==> config.mk <==
export PLATFORM = sky130hd
export DESIGN_NAME = alu_bist_controller
export DESIGN_NICKNAME = d
export VERILOG_FILES = /design/src/rtl/alu_bist_pkg.sv /design/src/rtl/alu_bist_controller_lfsr_gen.sv /design/src/rtl/alu_bist_controller.sv
export SDC_FILE = /design/constraint.sdc
export NUM_CORES = 1
export LEC_CHECK = 0
export CELL_PAD_IN_SITES_DETAIL_PLACEMENT = 1
export CELL_PAD_IN_SITES_GLOBAL_PLACEMENT = 1
export CORE_UTILIZATION = 31
export DETAILED_ROUTE_END_ITERATION = 10
export PLACE_DENSITY_LB_ADDON = 0.1
export SLEW_MARGIN = 20
export SYNTH_ARGS = -nofsm -noshare
export SYNTH_HDL_FRONTEND = slang
export SYNTH_SLANG_ARGS = --single-unit
==> constraint.sdc <==
create_clock -name clk -period 4.8 [get_ports clk]
set_input_delay 0.96 -clock clk [delete_from_list [all_inputs] [get_ports clk]]
set_output_delay 0.96 -clock clk [all_outputs]
set_load 0.005 [all_outputs]
==> src/rtl/alu_bist_pkg.sv <==
// Shared types and helpers for the ALU BIST controller:
// FSM state enum, response latency and LFSR/MISR tap masks.
package alu_bist_pkg;

  typedef enum logic [1:0] {
    IDLE,
    RUN,
    DRAIN,
    DONE
  } bist_state_t;

  localparam int RESP_LATENCY = 3;

  function automatic logic [31:0] tap_mask(input int width);
    case (width)
      8:       return 32'h0000_00B8;
      16:      return 32'h0000_D008;
      default: return 32'h8020_0003;
    endcase
  endfunction

endpackage

==> src/rtl/alu_bist_controller_lfsr_gen.sv <==
// lfsr_gen: Fibonacci LFSR operand generator.
// Ports: clk, en (step), load (reload SEED, wins over en), q (state).
module lfsr_gen
  import alu_bist_pkg::*;
#(
  parameter int               WIDTH = 32,
  parameter logic [WIDTH-1:0] SEED  = '1
) (
  input  logic             clk,
  input  logic             en,
  input  logic             load,
  output logic [WIDTH-1:0] q
);

  localparam logic [31:0] TAP32 = tap_mask(WIDTH);
  localparam logic [WIDTH-1:0] TAP = TAP32[WIDTH-1:0];

  logic [WIDTH-1:0] r_q;

  always_ff @(posedge clk) begin
    if (load) begin
      r_q <= SEED;
    end else if (en) begin
      r_q <= {r_q[WIDTH-2:0], ^(r_q & TAP)};
    end
  end

  assign q = r_q;

endmodule

==> src/rtl/alu_bist_controller.sv <==
// alu_bist_controller: drives LFSR operands and an opcode sweep into the
// registered ALU wrapper, compacts result+flags into a MISR, checks it.
// Ports: clk, reset (sync, high), start; a/b/opcode to wrapper;
// result/N/Z/C/V from wrapper; busy, done, pass, signature, vec_count.
// Optional: ALU_BIST_ERR_INJECT_EN adds inject_err (flips misr_in[0]).
module alu_bist_controller
  import alu_bist_pkg::*;
#(
  parameter int          WIDTH         = 32,
  parameter int          NUM_VECTORS   = 256,
  parameter logic [31:0] SEED_A        = 32'h0000_ACE1,
  parameter logic [31:0] SEED_B        = 32'h1357_2468,
  parameter logic [31:0] EXP_SIGNATURE = 32'h0
) (
  input  logic             clk,
  input  logic             reset,
  input  logic             start,
`ifdef ALU_BIST_ERR_INJECT_EN
  input  logic             inject_err,
`endif
  output logic [WIDTH-1:0] a,
  output logic [WIDTH-1:0] b,
  output logic [3:0]       opcode,
  input  logic [WIDTH-1:0] result,
  input  logic             N,
  input  logic             Z,
  input  logic             C,
  input  logic             V,
  output logic             busy,
  output logic             done,
  output logic             pass,
  output logic [WIDTH-1:0] signature,
  output logic [15:0]      vec_count
);

  localparam logic [WIDTH-1:0] SA = SEED_A[WIDTH-1:0];
  localparam logic [WIDTH-1:0] SB = SEED_B[WIDTH-1:0];
  localparam logic [WIDTH-1:0] EXP = EXP_SIGNATURE[WIDTH-1:0];
  localparam logic [31:0] TAP32 = tap_mask(WIDTH);
  localparam logic [WIDTH-1:0] TAP = TAP32[WIDTH-1:0];
  localparam logic [15:0] NV = 16'(NUM_VECTORS);
  localparam logic [15:0] LAST = 16'(NUM_VECTORS - 1);

  bist_state_t r_state;
  bist_state_t w_next;

  logic [RESP_LATENCY-1:0] r_vld;
  logic [3:0]       r_opcode;
  logic [WIDTH-1:0] r_sig;
  logic [15:0]      r_cnt;
  logic             r_done;
  logic             r_pass;

  logic             w_start_run;
  logic             w_load;
  logic             w_run;
  logic             w_inj;
  logic [WIDTH-1:0] w_qa;
  logic [WIDTH-1:0] w_qb;
  logic [WIDTH-1:0] w_misr_in;
  logic [WIDTH-1:0] w_sig_next;

`ifdef ALU_BIST_ERR_INJECT_EN
  assign w_inj = inject_err;
`else
  assign w_inj = 1'b0;
`endif

  assign w_run = (r_state == RUN);
  assign w_start_run = start &&
    ((r_state == IDLE) || (r_state == DONE));
  assign w_load = reset || w_start_run;

  lfsr_gen #(.WIDTH(WIDTH), .SEED(SA)) u_lfsr_a (
    .clk  (clk),
    .en   (w_run),
    .load (w_load),
    .q    (w_qa)
  );

  lfsr_gen #(.WIDTH(WIDTH), .SEED(SB)) u_lfsr_b (
    .clk  (clk),
    .en   (w_run),
    .load (w_load),
    .q    (w_qb)
  );

  always_comb begin
    w_next = r_state;
    unique case (r_state)
      IDLE, DONE: if (start) w_next = RUN;
      RUN:        if (r_cnt == LAST) w_next = DRAIN;
      // DRAIN ends once the last in-flight vector is captured
      DRAIN:      if (r_vld == '0) w_next = DONE;
      default:    w_next = IDLE;
    endcase
  end

  assign w_misr_in = result
    ^ {{(WIDTH-4){1'b0}}, N, Z, C, V}
    ^ {{(WIDTH-1){1'b0}}, w_inj};
  assign w_sig_next = {r_sig[WIDTH-2:0], ^(r_sig & TAP)}
    ^ w_misr_in;

  always_ff @(posedge clk) begin
    if (reset) begin
      r_state  <= IDLE;
      r_vld    <= '0;
      r_opcode <= 4'h0;
      r_sig    <= '0;
      r_cnt    <= 16'h0;
      r_done   <= 1'b0;
      r_pass   <= 1'b0;
    end else begin
      r_state <= w_next;
      // opcode trails a/b by one cycle to meet the wrapper input regs
      r_opcode <= w_run ? r_cnt[3:0] : 4'h0;
      // a vector is issued on every edge that leaves state RUN active
      r_vld <= {r_vld[RESP_LATENCY-2:0], (w_next == RUN)};
      if (w_start_run) begin
        r_sig  <= '0;
        r_cnt  <= 16'h0;
        r_done <= 1'b0;
        r_pass <= 1'b0;
      end else begin
        if (w_run && (r_cnt != NV)) begin
          r_cnt <= r_cnt + 16'h1;
        end
        if (r_vld[RESP_LATENCY-1]) begin
          r_sig <= w_sig_next;
        end
        if ((r_state == DRAIN) && (w_next == DONE)) begin
          r_done <= 1'b1;
          r_pass <= (r_sig == EXP);
        end
      end
    end
  end

  assign a         = w_run ? w_qa : '0;
  assign b         = w_run ? w_qb : '0;
  assign opcode    = r_opcode;
  assign busy      = (r_state == RUN) || (r_state == DRAIN);
  assign done      = r_done;
  assign pass      = r_pass;
  assign signature = r_sig;
  assign vec_count = r_cnt;

endmodule
==> impl_metrics.env, run 1 <==
export IMPL_outcome="completed"
export IMPL_finClkSkew_ns=0.00403
export IMPL_via_per_inst=4.79
export IMPL_dp_slack_ns=1.59
export IMPL_start_util=0.319
export IMPL_hold_violations=0
export IMPL_cts_resized=0
export IMPL_met3_usage=0.0578
export IMPL_syn_to_final_growth_pct=45.5
export IMPL_max_slew_margin=0.529
export IMPL_synth_distinct_cells=44
export IMPL_worst_path_max_fanout=69
export IMPL_insertedDiodeCount=0
export IMPL_max_freq_ghz=0.312
export IMPL_synthDominantAreaCellType="dfxtp_1"
export IMPL_first_iter_violations=167
export IMPL_routed_wirelength_microns=14500
export IMPL_final_min_period_over_clock_period=0.668
export IMPL_async_flop_share=0
export IMPL_core_area_sq_mm=0.0159
export IMPL_seqPwrFrac=0.396
export IMPL_cts_buffers=17
export IMPL_finalNetCount=744
export IMPL_start_kind="flip-flop"
export IMPL_postCtsSetupBuffers=0
export IMPL_cp_arrival_ns=2.24
export IMPL_yosys_warnings=0
export IMPL_wl_per_cell_microns=15.6
export IMPL_p_leak_uw=0.00258
export IMPL_fp_dieW_microns=130
export IMPL_path_class="flip-flop to output port"
export IMPL_multiInputGateArea_sq_mm=0.00245
export IMPL_num_fill_cells=1800
export IMPL_final_util=0.465
export IMPL_die_y_microns=130
export IMPL_synthCells=556
export IMPL_drc=0
export IMPL_register_area_sq_mm=0.00247
export IMPL_power_frac_comb=0.161
export IMPL_insertion_delay_ns=0.41
export IMPL_ys_seq_area_frac=0.484
export IMPL_mappedNetlistArea_sq_mm=0.00509
export IMPL_syn_num_nets=600
export IMPL_firstDrtPassIters=4
export IMPL_cts_buffer_depth=2
export IMPL_gp_congestion=0.765
export IMPL_drv_cap=0
export IMPL_dieArea_sq_mm=0.0169
export IMPL_vias=4450
export IMPL_overflow=0
export IMPL_cts_root_buf="clkbuf_16"
export IMPL_grt_pass1_wl_microns=23300
export IMPL_grt_busiest_layer="met2"
export IMPL_power_density_mw_per_mm2=384
export IMPL_drtAntennaViolNets=0
export IMPL_grt_max_degree=70
export IMPL_hold_buffers=0
export IMPL_cp_required_ns=3.84
export IMPL_end_kind="output port"
export IMPL_clkSinkCount=123
export IMPL_tns_ns=0
export IMPL_clk_pin_slew_ns=0.05
export IMPL_period_needed_ns=3.20
export IMPL_rsz0062_at_grt="false"
export IMPL_io_buffers=157
export IMPL_cts_tree="done"
export IMPL_grt_use_met2=0.297
export IMPL_intPower_uw=2130
export IMPL_io_pins=158
export IMPL_htree_levels=4
export IMPL_finalSetupViolCount=0
export IMPL_yosys_most_used_dff="dfxtp_1"
export IMPL_tightest_slew_ns=0.706
export IMPL_grt_total_usage=0.177
export IMPL_hold_path_class="flip-flop to flip-flop"
export IMPL_antenna_found_initial=0
export IMPL_syn_area_per_cell_sq_um=9.16
export IMPL_synth_top_area_share=0.484
export IMPL_first_global_vias=4571
export IMPL_synth_most_common_cell="dfxtp_1"
export IMPL_synth_edf_count=0
export IMPL_ys_ff_latch=123
export IMPL_rows=46
export IMPL_synth_top_cells_by_area="dfxtp_1 48%, and2_1 8.1%, xnor2_1 7.6%"
export IMPL_power_switching_uw=717
export IMPL_synth_common_cells="123 x dfxtp_1, 90 x nor2_1, 66 x and2_1"
export IMPL_layout_drive_gt1_share=0.0561
export IMPL_clockPowerShare=0.443
export IMPL_final_max_slew_viol_count=0
export IMPL_grt_met1_usage=0.211
export IMPL_final_setup_worst_slack_ns=1.60
export IMPL_p_sw_frac=0.252
export IMPL_ir_drop_mv=0.253
export IMPL_dp_final_hpwl_microns=9800
## flip-flops by register name, indices dropped and copies added (netlist names)
name and flops:
u_lfsr_b.q 32, pass 1, r_state 2, opcode 4, signature 32, u_lfsr_a.q 32
done 1, vec_count 16, r_vld 3
## layer usage
| metal | vias to the layer above | part of all wire |
|---|---|---|
| met5 | - | 0 |
| met4 | 0 | 0.011 |
| met3 | 11 | 0.060 |
| met2 | 108 | 0.48 |
| met1 | 2140 | 0.45 |
| li1 | 2191 | - |
## area by class of cell
cell class	instances	area share
Clock buffer	25	0.0669
Timing Repair Buffer	160	0.215
Tap cell	216	0.0365
Multi-Input combinational cell	386	0.331
Sequential cell	123	0.333
Inverter	12	0.00608
Clock inverter	7	0.0118
## final timing paths
check             cells after the start  slack (ns)        from            end
setup / recovery                      3        1.60  r_state[0]           a[3]
hold / removal                        2        0.45        pass           pass
setup reg to reg                      5        2.21  r_state[0]  vec_count[15]
hold reg to reg                       2        0.45        pass           pass
## per-stage QoR
| step | hold WS [ns] | cells | instance area, sq um | power [uW] |
|---|---|---|---|---|
| after floorplan | 0.431 | 556 | 5090 | 1390 |
| after global placement | 0.439 | 897 | 6810 | 1600 |
| after detailed placement | 0.451 | 897 | 6810 | 1620 |
| after CTS | 0.462 | 929 | 7400 | 2890 |
| after global routing | 0.475 | 929 | 7410 | 2990 |
| final | 0.454 | 929 | 7410 | 2850 |
## critical path: stages, from the launching register on
cell	delay [ns]
dfxtp_1	0.46
ha_4	0.55
and2_1	0.25
clkdlybuf4s50_1	0.55
## logic make-up (layout without fill, tap and decap cells)
family	after synthesis	after routing	share of synthesized area
compound gates	111	111	0.143
xor+xnor	51	51	0.0931
fa+ha+maj	5	5	0.0123
buf+inv	47	204	0.0388
flops	123	123	0.484
mux	4	4	0.00786
simple gates	215	215	0.221
## power groups by stage
stage | logic [uW] | clock network, uW | registers (uW)
6_report | 459 | 1260 | 1130
5_1_grt | 511 | 1340 | 1140
4_1_cts | 471 | 1290 | 1130
3_5_place_dp | 467 | 0 | 1150
3_3_place_gp | 457 | 0 | 1150
2_1_floorplan | 257 | 0 | 1130
## cell usage in the layout (no fill, tap or decap), types with 2 or more instances in the layout
| cell | count |
|---|---|
| bufinv_16 | 2 |
| nor3_1 | 8 |
| clkbuf_1 | 4 |
| and3_1 | 2 |
| xnor2_1 | 44 |
| and2_1 | 66 |
| nand3_1 | 5 |
| clkdlybuf4s50_1 | 157 |
| and4_1 | 2 |
| a21oi_1 | 49 |
| or3_1 | 4 |
| mux2i_1 | 4 |
| and4b_1 | 2 |
| nand2_1 | 9 |
| dfxtp_1 | 122 |
| a211o_1 | 21 |
| nor2b_1 | 2 |
| clkinv_2 | 4 |
| nand4_1 | 5 |
| xnor3_1 | 2 |
| o21ai_0 | 6 |
| a211oi_1 | 28 |
| ha_1 | 4 |
| clkbuf_8 | 4 |
| xor2_1 | 5 |
| buf_4 | 3 |
| o31ai_1 | 2 |
| nor4_1 | 11 |
| clkbuf_16 | 17 |
| inv_1 | 11 |
| nor2_1 | 90 |
No activity file was read; power rests on OpenSTA's default activity.
==> inputs of run 2 (changes only) <==
==> constraint.sdc (replaced) <==
create_clock -name clk -period 2.9 [get_ports clk]
set_input_delay 0.58 -clock clk [delete_from_list [all_inputs] [get_ports clk]]
set_output_delay 0.58 -clock clk [all_outputs]
set_load 0.005 [all_outputs]
==> impl_metrics.env, run 2 (synthesized netlist as in run 1, its figures left out) <==
export IMPL_outcome="completed"
export IMPL_register_area_sq_mm=0.00246
export IMPL_antenna_found_initial=0
export IMPL_r2r_start="r_state[0]"
export IMPL_rsz0062_at_grt="false"
export IMPL_firstDrtPassIters=4
export IMPL_reg2reg_slack_ns=0.78
export IMPL_cts_root_buf="clkbuf_16"
export IMPL_finClkSkew_ns=0.00932
export IMPL_fp_dieW_microns=130
export IMPL_num_fill_cells=1824
export IMPL_die_y_microns=130
export IMPL_max_slew_margin=0.617
export IMPL_dp_final_hpwl_microns=10300
export IMPL_hold_violations=0
export IMPL_overflow=0
export IMPL_syn_to_final_growth_pct=47.8
export IMPL_hold_buffers=0
export IMPL_end_kind="output port"
export IMPL_path_class="flip-flop to output port"
export IMPL_cts_buffer_depth=2
export IMPL_insertion_delay_ns=0.42
export IMPL_power_density_mw_per_mm2=658
export IMPL_finalPower_uw=4950
export IMPL_final_min_period_over_clock_period=0.930
export IMPL_io_buffers=157
export IMPL_max_freq_ghz=0.371
export IMPL_grt_pass1_wl_microns=23900
export IMPL_drc=0
export IMPL_cp_required_ns=2.32
export IMPL_drtAntennaViolNets=0
export IMPL_vias=4501
export IMPL_cts_tree="done"
export IMPL_gp_congestion=0.773
export IMPL_final_setup_worst_slack_ns=0.203
export IMPL_period_needed_ns=2.70
export IMPL_core_area_sq_mm=0.0159
export IMPL_routed_wirelength_microns=15200
export IMPL_dp_slack_ns=0.554
export IMPL_grt_max_degree=65
export IMPL_tightest_slew_ns=0.575
export IMPL_layout_drive_gt1_share=0.0656
export IMPL_dieArea_sq_mm=0.0169
export IMPL_ir_drop_mv=0.433
export IMPL_htree_levels=4
export IMPL_hold_path_class="flip-flop to flip-flop"
export IMPL_worst_path_max_fanout=64
export IMPL_place_area_sq_mm=0.00688
export IMPL_final_cell_mix="157 x clkdlybuf4s50_1, 122 x dfxtp_1, 90 x nor2_1"
export IMPL_drv_cap=0
export IMPL_p_leak_uw=0.00264
export IMPL_grt_total_usage=0.184
export IMPL_reg2reg_depth=5
export IMPL_start_kind="flip-flop"
export IMPL_postLayoutCellArea_sq_mm=0.00753
export IMPL_start_util=0.319
export IMPL_hold_ws_ns=0.456
export IMPL_clk_pin_slew_ns=0.06
export IMPL_first_iter_violations=143
export IMPL_final_max_slew_viol_count=0
export IMPL_wl_per_cell_microns=16.3
export IMPL_io_pins=158
export IMPL_cts_buffers=17
export IMPL_via_per_inst=4.83
export IMPL_rows=46
export IMPL_first_global_vias=4643
export IMPL_rr_endpoint="vec_count[15]"
export IMPL_multiInputGateArea_sq_mm=0.00245
export IMPL_clkSinkCount=123
export IMPL_holdCritStartpoint="pass"
export IMPL_min_to="pass"
export IMPL_hold_path_cell_count=2
export IMPL_finalNetCount=748
export IMPL_tns_ns=0
export IMPL_final_common_cell="clkdlybuf4s50_1"
export IMPL_insertedDiodeCount=0
export IMPL_cp_arrival_ns=2.12
export IMPL_finalSetupViolCount=0
[run 2: critical path, cell delays in order, from the launching register on]
cell and delay (ns):
dfxtp_1 0.47, ha_4 0.23, buf_12 0.23, and2_1 0.23
clkdlybuf4s50_1 0.53
[run 2: cell type report]
cell class,count,share of cell area
Tap cell,216,0.0359
Sequential cell,123,0.327
Inverter,12,0.00599
Clock buffer,20,0.0620
Clock inverter,11,0.0223
Multi-Input combinational cell,386,0.326
Timing Repair Buffer,164,0.221
[run 2: how the worst max path moves through the flow]
stage,from,endpoint,slack [ns],cells after the start
final,r_state[0],a[5],0.20,4
after floorplan,r_state[0],vec_count[15],1.08,5
after global placement,reset,signature[31],0.58,4
after CTS,r_state[0],a[4],0.11,4
after global routing,r_state[0],a[5],0.06,4
after detailed placement,reset,signature[31],0.55,4
[run 2: stage by stage]
| step | util | std cells |
|---|---|---|
| after floorplan | - | 556 |
| final | 0.472 | 932 |
| after global placement | 0.432 | 901 |
| after CTS | 0.471 | 932 |
| after detailed placement | 0.432 | 901 |
| after global routing | 0.472 | 932 |
[run 2: what timing repair did]
action	CTS	global route
endpoints found under the setup margin	0	1
buffers inserted	0	0
gates resized for setup	0	1
[run 2: power breakdown]
group	switching, uW	leakage (uW)	internal [uW]	total (uW)
combinational	397	0.00133	412	809
sequential	70.7	0.000999	1780	1860
clock	787	0.000308	1500	2290
[run 2: per-layer routing]
layer / wire length [microns] / track usage / share of wire / vias to the layer above
met4: 218 / 0.0698 / 0.014 / 0
met2: 7210 / 0.304 / 0.47 / 107
li1: - / - / - / 2199
met1: 7080 / 0.227 / 0.47 / 2180
met3: 693 / 0.0504 / 0.046 / 15
met5: 0 / 0 / 0 / -
